### src/rtl/expr_pkg.sv
// Shared class codes, ASCII constants and the head-character classifier
// for the expression recognizer input path.
package expr_pkg;

    typedef logic [2:0] cls_t;

    localparam cls_t CLS_DIGIT = 3'd0;
    localparam cls_t CLS_ADD   = 3'd1;
    localparam cls_t CLS_MUL   = 3'd2;
    localparam cls_t CLS_LPAR  = 3'd3;
    localparam cls_t CLS_RPAR  = 3'd4;
    localparam cls_t CLS_OTHER = 3'd7;

    localparam logic [7:0] ASCII_LPAR  = 8'h28;
    localparam logic [7:0] ASCII_RPAR  = 8'h29;
    localparam logic [7:0] ASCII_ADD   = 8'h2B;
    localparam logic [7:0] ASCII_MUL   = 8'h2A;
    localparam logic [7:0] ASCII_ZERO  = 8'h30;
    localparam logic [7:0] ASCII_NINE  = 8'h39;
    localparam logic [7:0] ASCII_SPACE = 8'h20;
    localparam logic [7:0] ASCII_TAB   = 8'h09;

    function automatic cls_t classify(input logic [7:0] ch);
        cls_t c;
        if ((ch >= ASCII_ZERO) && (ch <= ASCII_NINE)) begin
            c = CLS_DIGIT;
        end else if (ch == ASCII_ADD) begin
            c = CLS_ADD;
        end else if (ch == ASCII_MUL) begin
            c = CLS_MUL;
        end else if (ch == ASCII_LPAR) begin
            c = CLS_LPAR;
        end else if (ch == ASCII_RPAR) begin
            c = CLS_RPAR;
        end else begin
            c = CLS_OTHER;
        end
        return c;
    endfunction

endpackage

### src/rtl/sync_fifo.sv
// First-word-fall-through FIFO: storage, wrapping pointers and a registered
// occupancy count from which full/not_empty are derived.
module sync_fifo #(
    parameter int DEPTH = 8,
    parameter int WIDTH = 8,
    localparam int ADDR_W = $clog2(DEPTH)
) (
    input  logic              clk,
    input  logic              clr,
    input  logic              push,
    input  logic [WIDTH-1:0]  wdata,
    input  logic              pop,
    output logic [WIDTH-1:0]  rdata,
    output logic [ADDR_W:0]   count,
    output logic              full,
    output logic              not_empty
);

    logic [WIDTH-1:0]  mem_r [DEPTH];
    logic [ADDR_W-1:0] wptr_r;
    logic [ADDR_W-1:0] rptr_r;
    logic [ADDR_W:0]   count_r;
    logic              do_push_s;
    logic              do_pop_s;

    // A write while full is dropped even when a pop frees a slot this cycle.
    assign full      = (count_r == (ADDR_W+1)'(DEPTH));
    assign not_empty = (count_r != (ADDR_W+1)'(0));
    assign do_push_s = push && !full;
    assign do_pop_s  = pop && not_empty;
    assign count     = count_r;
    assign rdata     = mem_r[rptr_r];

    // Storage write port; contents need no reset.
    always_ff @(posedge clk) begin
        if (do_push_s) begin
            mem_r[wptr_r] <= wdata;
        end
    end

    // Pointer and occupancy tracking; pointers wrap naturally at DEPTH.
    always_ff @(posedge clk or posedge clr) begin
        if (clr) begin
            wptr_r  <= '0;
            rptr_r  <= '0;
            count_r <= '0;
        end else begin
            if (do_push_s) begin
                wptr_r <= wptr_r + ADDR_W'(1);
            end
            if (do_pop_s) begin
                rptr_r <= rptr_r + ADDR_W'(1);
            end
            case ({do_push_s, do_pop_s})
                2'b10:   count_r <= count_r + (ADDR_W+1)'(1);
                2'b01:   count_r <= count_r - (ADDR_W+1)'(1);
                default: count_r <= count_r;
            endcase
        end
    end

endmodule

### src/rtl/expr_char_fifo.sv
// Character feeder for the expression recognizer: FIFO, head classifier,
// parenthesis nesting tracker and sticky error. Option macro: SKIP_SPACE_EN.
module expr_char_fifo
    import expr_pkg::*;
#(
    parameter int DEPTH    = 8,
    parameter int MAX_NEST = 7,
    localparam int ADDR_W  = $clog2(DEPTH),
    localparam int NW      = $clog2(MAX_NEST + 1)
) (
    input  logic              clk,
    input  logic              clr,
    input  logic              wr_en,
    input  logic [7:0]        wr_data,
    output logic              full,
    input  logic              rd_en,
    output logic              out_valid,
    output logic [7:0]        out_char,
    output logic [2:0]        out_class,
    output logic [NW-1:0]     depth,
    output logic [ADDR_W:0]   count,
    output logic              err
);

    logic          push_s;
    logic          pop_s;
    logic [NW-1:0] depth_r;
    logic          err_r;

    // Write-port filter: optionally drop whitespace before it is stored.
    always_comb begin
`ifdef SKIP_SPACE_EN
        if ((wr_data == ASCII_SPACE) || (wr_data == ASCII_TAB)) begin
            push_s = 1'b0;
        end else begin
            push_s = wr_en;
        end
`else
        push_s = wr_en;
`endif
    end

    sync_fifo #(.DEPTH(DEPTH), .WIDTH(8)) u_fifo (
        .clk       (clk),
        .clr       (clr),
        .push      (push_s),
        .wdata     (wr_data),
        .pop       (rd_en),
        .rdata     (out_char),
        .count     (count),
        .full      (full),
        .not_empty (out_valid)
    );

    assign pop_s     = rd_en && out_valid;
    assign out_class = classify(out_char);
    assign depth     = depth_r;
    assign err       = err_r;

    // Nesting and sticky error, updated only when the head is consumed.
    always_ff @(posedge clk or posedge clr) begin
        if (clr) begin
            depth_r <= '0;
            err_r   <= 1'b0;
        end else if (pop_s) begin
            case (out_class)
                CLS_LPAR: begin
                    if (depth_r == NW'(MAX_NEST)) begin
                        err_r <= 1'b1;
                    end else begin
                        depth_r <= depth_r + NW'(1);
                    end
                end
                CLS_RPAR: begin
                    if (depth_r == NW'(0)) begin
                        err_r <= 1'b1;
                    end else begin
                        depth_r <= depth_r - NW'(1);
                    end
                end
                CLS_OTHER: err_r <= 1'b1;
                default:   depth_r <= depth_r;
            endcase
        end else begin
            depth_r <= depth_r;
        end
    end

endmodule

### config.mk
export PLATFORM = sky130hd
export DESIGN_NAME = expr_char_fifo
export DESIGN_NICKNAME = d
export VERILOG_FILES = /design/src/rtl/expr_pkg.sv /design/src/rtl/sync_fifo.sv /design/src/rtl/expr_char_fifo.sv
export SDC_FILE = /design/constraint.sdc
export NUM_CORES = 1
export LEC_CHECK = 0
export CORE_UTILIZATION = 45
export DETAILED_ROUTE_END_ITERATION = 8
export PLACE_DENSITY = 0.68
export SETUP_SLACK_MARGIN = 0.05
export SLEW_MARGIN = 15
export SYNTH_ARGS = -nofsm -noshare
export SYNTH_HDL_FRONTEND = slang
export SYNTH_SLANG_ARGS = --single-unit
### constraint.sdc
create_clock -name clk -period 2.77 [get_ports clk]
set_input_delay 0.4155 -clock clk [delete_from_list [all_inputs] [get_ports clk]]
set_output_delay 0.4155 -clock clk [all_outputs]
set_load 0.02 [all_outputs]
### After elaboration in Yosys (flattened, before gate mapping)

Memory sizes are Yosys's and may differ from the RTL's.
Cells that the tools add are included.
W data, S select, Z words.

| cells by class | value |
|---|---|
| $add $sub $neg | 6 |
| magnitude comparators | 2 |
| eq/ne operators | 15 |
| mux-type cells | 14 |
| reductions and logical operators | 11 |

Operators by type and width:

| kind | number |
|---|---|
| $eq A8 B6 Y1 const B | 4 |
| $mux W3 | 6 |
| $add A3 B1 Y3 const B | 3 |
| $eq A3 B3 Y1 const B | 3 |
| $ge A8 B6 Y1 const B | 1 |
| $le A8 B6 Y1 const B | 1 |
| $ne A2 B2 Y1 const B | 4 |
| $pmux W4 S2 | 1 |
| $reduce_and A4 Y1 | 2 |
| $pmux W3 S2 | 1 |
| $add A4 B1 Y4 const B | 1 |
| $eq A4 B4 Y1 const B | 1 |
| $mux W1 | 4 |
| $reduce_bool A2 Y1 | 2 |
| $reduce_bool A4 Y1 | 1 |
| $sub A4 B1 Y4 const B | 1 |
| $eq A3 B2 Y1 const B | 1 |
| $logic_and A1 B1 Y1 | 3 |
| $logic_not A3 Y1 | 1 |
| $pmux W1 S3 | 1 |
| $reduce_bool A3 Y1 | 1 |
| $sub A3 B1 Y3 const B | 1 |
| $eq A2 B1 Y1 const B | 1 |
| $eq A2 B2 Y1 const B | 1 |
| other kinds (2) | 2 |

| word-level totals | value |
|---|---|
| register bits | 14 |
| RAM bits | 64 |
| input port bits | 12 |
| output and inout port bits | 21 |
| logic and storage cells | 54 |
| memories kept | 1 |

Memory list:

| memory | words | width | read ports | clocked after Yosys merged registers in | write ports | RTL line | text |
|---|---|---|---|---|---|---|---|
| u_fifo.mem_r | 8 | 8 | 1 | 0 | 1 | sync_fifo.sv:19 | `logic [WIDTH-1:0] mem_r [DEPTH];` |

### Depth between registers and ports, before layout

An unclocked memory read counts as a cell.

| logic depth | value |
|---|---|
| depth after elaboration | 10 |
| gate-level depth with buffers | 13 |
| mapped depth without buffers | 11 |

### By module

A second synthesis with hierarchy kept.

| second synthesis, totals | value |
|---|---|
| cells, all modules | 212 |
| area total of the unflattened synthesis | 3589.7 µm² |

Modules (own cells, without submodules):

| module | instances | cells an instance | area an instance (µm²) | sequential area each (µm²) |
|---|---|---|---|---|
| sync_fifo | 1 | 159 | 3126.7 | 2172.1 |
| expr_char_fifo | 1 | 53 | 462.9 | 100.1 |

### Worst setup path after synthesis

OpenSTA, ideal clock, no wires.

| timing | value |
|---|---|
| kind | flip-flop to flip-flop |
| from | register u_fifo.rptr_r[0] |
| to | register depth_r[2], in the netlist depth[2] |
| library setup time | 0.123 ns |
| data arrival time | 2.760 ns |
| data required time | 2.647 ns |
| setup slack | -0.113 ns |
| stages on the path, launching flop included | 11 |
| buffers on the path | 2 |
| clock period less this slack | 2.883 ns |
| cells stage by stage | dfrtp_1 > buf_6 > buf_2 > mux2i_1 > a221oi_1 > nor4b_4 > and2_1 > fa_1 > inv_1 > o2111a_1 > a21oi_1 |

| on the way | value |
|---|---|
| cells in the longest elaborated chain, start to end | 10 |
| elaborated cells between the ends (all ways) | 20 |
| those cells by class | 2 x order compare; 8 x eq/ne; 6 x mux; 3 x reduce/logical; 1 x memory |

RTL lines:

| item | RTL line | text |
|---|---|---|
| start, declared | sync_fifo.sv:21 | `logic [ADDR_W-1:0] rptr_r;` |
| start signal, assigned | sync_fifo.sv:52 | `rptr_r <= rptr_r + ADDR_W'(1);` |
| $mem_v2 Z8 W8 (*) | -- |  |
| net out_char[4] | expr_char_fifo.sv:18 | `output logic [7:0] out_char,` |
| $eq A8 B6 Y1 | expr_pkg.sv:33 | `end else if (ch == ASCII_RPAR) begin` |
| $mux W2 | expr_pkg.sv:33 |  |
| $mux W3 | expr_pkg.sv:31 | `end else if (ch == ASCII_LPAR) begin` |
| $mux W3 | expr_pkg.sv:29 | `end else if (ch == ASCII_MUL) begin` |
| $mux W3 | expr_pkg.sv:27 | `end else if (ch == ASCII_ADD) begin` |
| $mux W3 (*) | expr_pkg.sv:25 | `if ((ch >= ASCII_ZERO) && (ch <= ASCII_NINE)) begin` |
| $eq A3 B3 Y1 / $eq A3 B2 Y1 (equally long branches) | expr_char_fifo.sv:66 | `case (out_class)` |
| $ne A2 B2 Y1 (no line) / $reduce_bool A2 Y1 (equally long branches) | -- |  |
| $reduce_and A4 Y1 (no line) | -- |  |
| end signal, assigned | expr_char_fifo.sv:71 | `depth_r <= depth_r + NW'(1);` |
| end signal, assigned | expr_char_fifo.sv:78 | `depth_r <= depth_r - NW'(1);` |
| end signal, assigned | expr_char_fifo.sv:82 | `default: depth_r <= depth_r;` |
| end, declared | expr_char_fifo.sv:27 | `logic [NW-1:0] depth_r;` |

The timed path passes the listed nets; every way through them passes the cells marked *.
A chain may end at the register's enable or synchronous reset.

### Worst setup path after layout

| timing | value |
|---|---|
| from | register u_fifo.rptr_r[0] |
| to | output port out_class[1] |

| on the way | value |
|---|---|
| cells in the longest elaborated chain, start to end | 7 |
| elaborated cells between the ends (all ways) | 13 |
| those cells by class | 2 x order compare; 4 x eq/ne; 5 x mux; 1 x reduce/logical; 1 x memory |

RTL lines:

| item | RTL line | text |
|---|---|---|
| $mem_v2 Z8 W8 (*) | -- |  |
| $eq A8 B6 Y1 | expr_pkg.sv:33 |  |
| $mux W2 | expr_pkg.sv:33 |  |
| $mux W3 | expr_pkg.sv:31 |  |
| $mux W3 | expr_pkg.sv:29 |  |
| $mux W3 | expr_pkg.sv:27 |  |
| $mux W3 (*) | expr_pkg.sv:25 |  |
| end, declared | expr_char_fifo.sv:19 | `output logic [2:0] out_class,` |

Mark *: on every way between the ends. The rest lies on a longest branch, timed or not.

==> results.ini <==
[outcome]
status=finished with violations
violations=setup timing

[sta]
setup_ws_ns=-0.263
period_share=1.10
grt_setup_unrepaired=yes
hold_slack_ns=0.416
fmax_mhz=330
setup_violations=5
final_hold_viol_count=0
finClkSkew_ns=0.00735
worst_pin_slew_ns=0.555
final_max_slew_viol_count=0
final.min_clock_period_ns=3.03
relSlewSlack=0.629

[placed_design]
routabilityCongestion=0.796
dpl.hpwl_mm=4.50
placed_cell_area_um2=4060
portBuffers=32

[synth]
yosysWarningCount=0
syn_avg_cell_area_um2=15.7
ys_seq_area_frac=0.673
yosys.cell_types.count=43
syn_nets=234
synth_edf_count=64
syn_area_um2=3380
synth_seq_cells=78
ys.flop_type=edfxtp_1
synth_cells=215
async_reset_ff_frac=0.179

[global_routing]
grt_max_degree=17
antenna_found_initial=0
grt_pass1_wl_mm=10.4
track_usage=0.186
met1_usage=0.251
top_usage_layer=met2
use_met2=0.296
grt_pass1_vias=2026
overflow=0
gr-usage-met3=0.0345

[critical_path]
crit_required_ns=2.35
cp.arrival_ns=2.62
end_kind=primary output
slowest_delay_ns=0.48
path_max_fanout=3
critical_path.cell_chain=buf_6 > mux4_2 > mux2_4 > nor4_4 > nor4b_4 > buf_4 > buf_6 > a21oi_2 > buf_4
path_buf_inv=4
setup.worst_path.class=flop to primary output
slowest_stage=mux4_2
startpoint_type=flop
crit_family=multiplexers

[clocking]
clk_latency_ns=0.34
htree_levels=3
hold_buffers=0
cts_buffers=9
root_buffer=clkbuf_8
clk_path_buf_depth=2
cts.sink_count=78
clk_pin_slew_ns=0.08
cts_tree=built

[drt]
first_pass_iters=4
drt_first_iter_violations=101
routed_wl_mm=6.40
ant_nets=0
wl_per_cell_um=16.3
drc=0
vias_per_cell=5.01
vias=1975

[worst_hold_path]
hp-class=input port to async pin

[die]
ios=33
dieWidth_um=88.6
coreArea_um2=7250
fp-row-count=31
die_y_um=88.6
die_area_um2=7850
initial_core_util=0.465

[pwr]
power_frac_comb=0.459
p_clk_frac=0.212
switchingPower_mw=1.71
p_leak_nw=1.69
p_sw_frac=0.337
intPower_mw=3.36
p_per_area_nw_per_um2=1160
power_mw=5.07
irDropWorstVdd_mv=0.398
pwr-share-seq=0.328

[finish]
diodes=0
nets=310
fillers=573
final_area_um2=4380
areaGrowthSynthToFinish_pct=29.7
layout-drive-gt1-share=0.278

[flow_run]
max-cap-violations=0

-- path summary, 6_finish.rpt --
check | start | endpoint | slack, ns | cells after the start
setup / recovery | u_fifo.rptr_r[0]$_DFFE_PP0P_ | out_class[1] | -0.26 | 9
hold / removal | clr | depth[0]$_DFFE_PP0P_ | 0.42 | 2
setup reg to reg | u_fifo.rptr_r[0]$_DFFE_PP0P_ | depth[1]$_DFFE_PP0P_ | -0.25 | 12
hold reg to reg | err$_DFFE_PP0P_ | err$_DFFE_PP0P_ | 0.51 | 1
max in group asynchronous | clr | u_fifo.rptr_r[0]$_DFFE_PP0P_ | 1.98 | 2
min in group clk | err$_DFFE_PP0P_ | err$_DFFE_PP0P_ | 0.51 | 1
-- final cells by class --
class	count	area, um^2	share of cell area
flip-flops and latches	78	2270	0.519
multi-input cells	119	1060	0.243
repair buffers	72	617	0.141
clock inverters	6	135	0.0309
clock buffers	9	124	0.0283
well taps	99	124	0.0283
inverters	11	41.3	0.00943
-- stage by stage --
stage	TNS (ns)	util	worst slack, ns	instances
floorplan	0	-	0.0334	215
global placement	-0.643	0.560	-0.158	373
detailed placement	-0.805	0.560	-0.193	373
CTS	-1.23	0.601	-0.312	393
global route	-2.03	0.603	-0.419	394
finish	-1.11	0.603	-0.263	394
-- layer usage --
layer,part of all wire,vias up
li1,-,968
met1,0.46,964
met2,0.50,32
met3,0.025,11
met4,0.020,0
met5,0,-
-- flip-flops by register name, indices dropped and copies added (netlist names) --
register	flops
err	1
depth	3
u_fifo.rptr_r	3
u_fifo.wptr_r	3
u_fifo.count	4
u_fifo.mem_r	64
-- cell usage after synthesis, drive strengths merged, types with 4 or more instances --
cell type,number,area share
a22oi,5,0.011
nor3,6,0.0089
dfrtp,14,0.10
xnor2,6,0.016
buf,4,0.0085
nand2b,4,0.0074
edfxtp,64,0.57
mux2i,19,0.056
nand2,15,0.017
mux4,8,0.053
a21oi,5,0.0074
and2,6,0.012
inv,10,0.011
ha,5,0.019
nor2,10,0.011
-- layout by cell type, fill, tap and decap left out, types with 6 or more instances in the layout --
cell             count
edfxtp_1            64
buf_4               40
clkdlybuf4s50_1     22
mux2i_1             18
nand2_1             15
dfrtp_1             14
nor2_1              10
clkbuf_8             9
inv_1                8
mux4_2               8
nor3_1               6
xnor2_1              6
-- timing repair --
item                                    in CTS  in global routing
endpoints found under the hold margin        0                  0
setup buffers                                6                  1
endpoints found under the setup margin      11                 13
resized for setup                           29                  4
pin swaps                                    6                  0
-- power groups by stage --
stage	clock, mW	combinational, mW	sequential, mW
final	1.08	2.33	1.66
after global routing	1.14	2.55	1.69
after CTS	1.09	2.34	1.66
after detailed placement	0	2.31	1.69
after global placement	0	2.28	1.68
after floorplan	0	1.33	1.70
-- cell families (layout without fill, tap and decap cells) --
group / after synthesis / in the layout / synth area share
fa+ha+maj: 7 / 7 / 0.0304
compound gates: 24 / 24 / 0.0534
flops: 78 / 78 / 0.673
simple gates: 50 / 50 / 0.0793
xor+xnor: 9 / 9 / 0.0234
mux: 29 / 29 / 0.116
buf+inv: 18 / 98 / 0.0241
(Power assumes the default switching activity.)
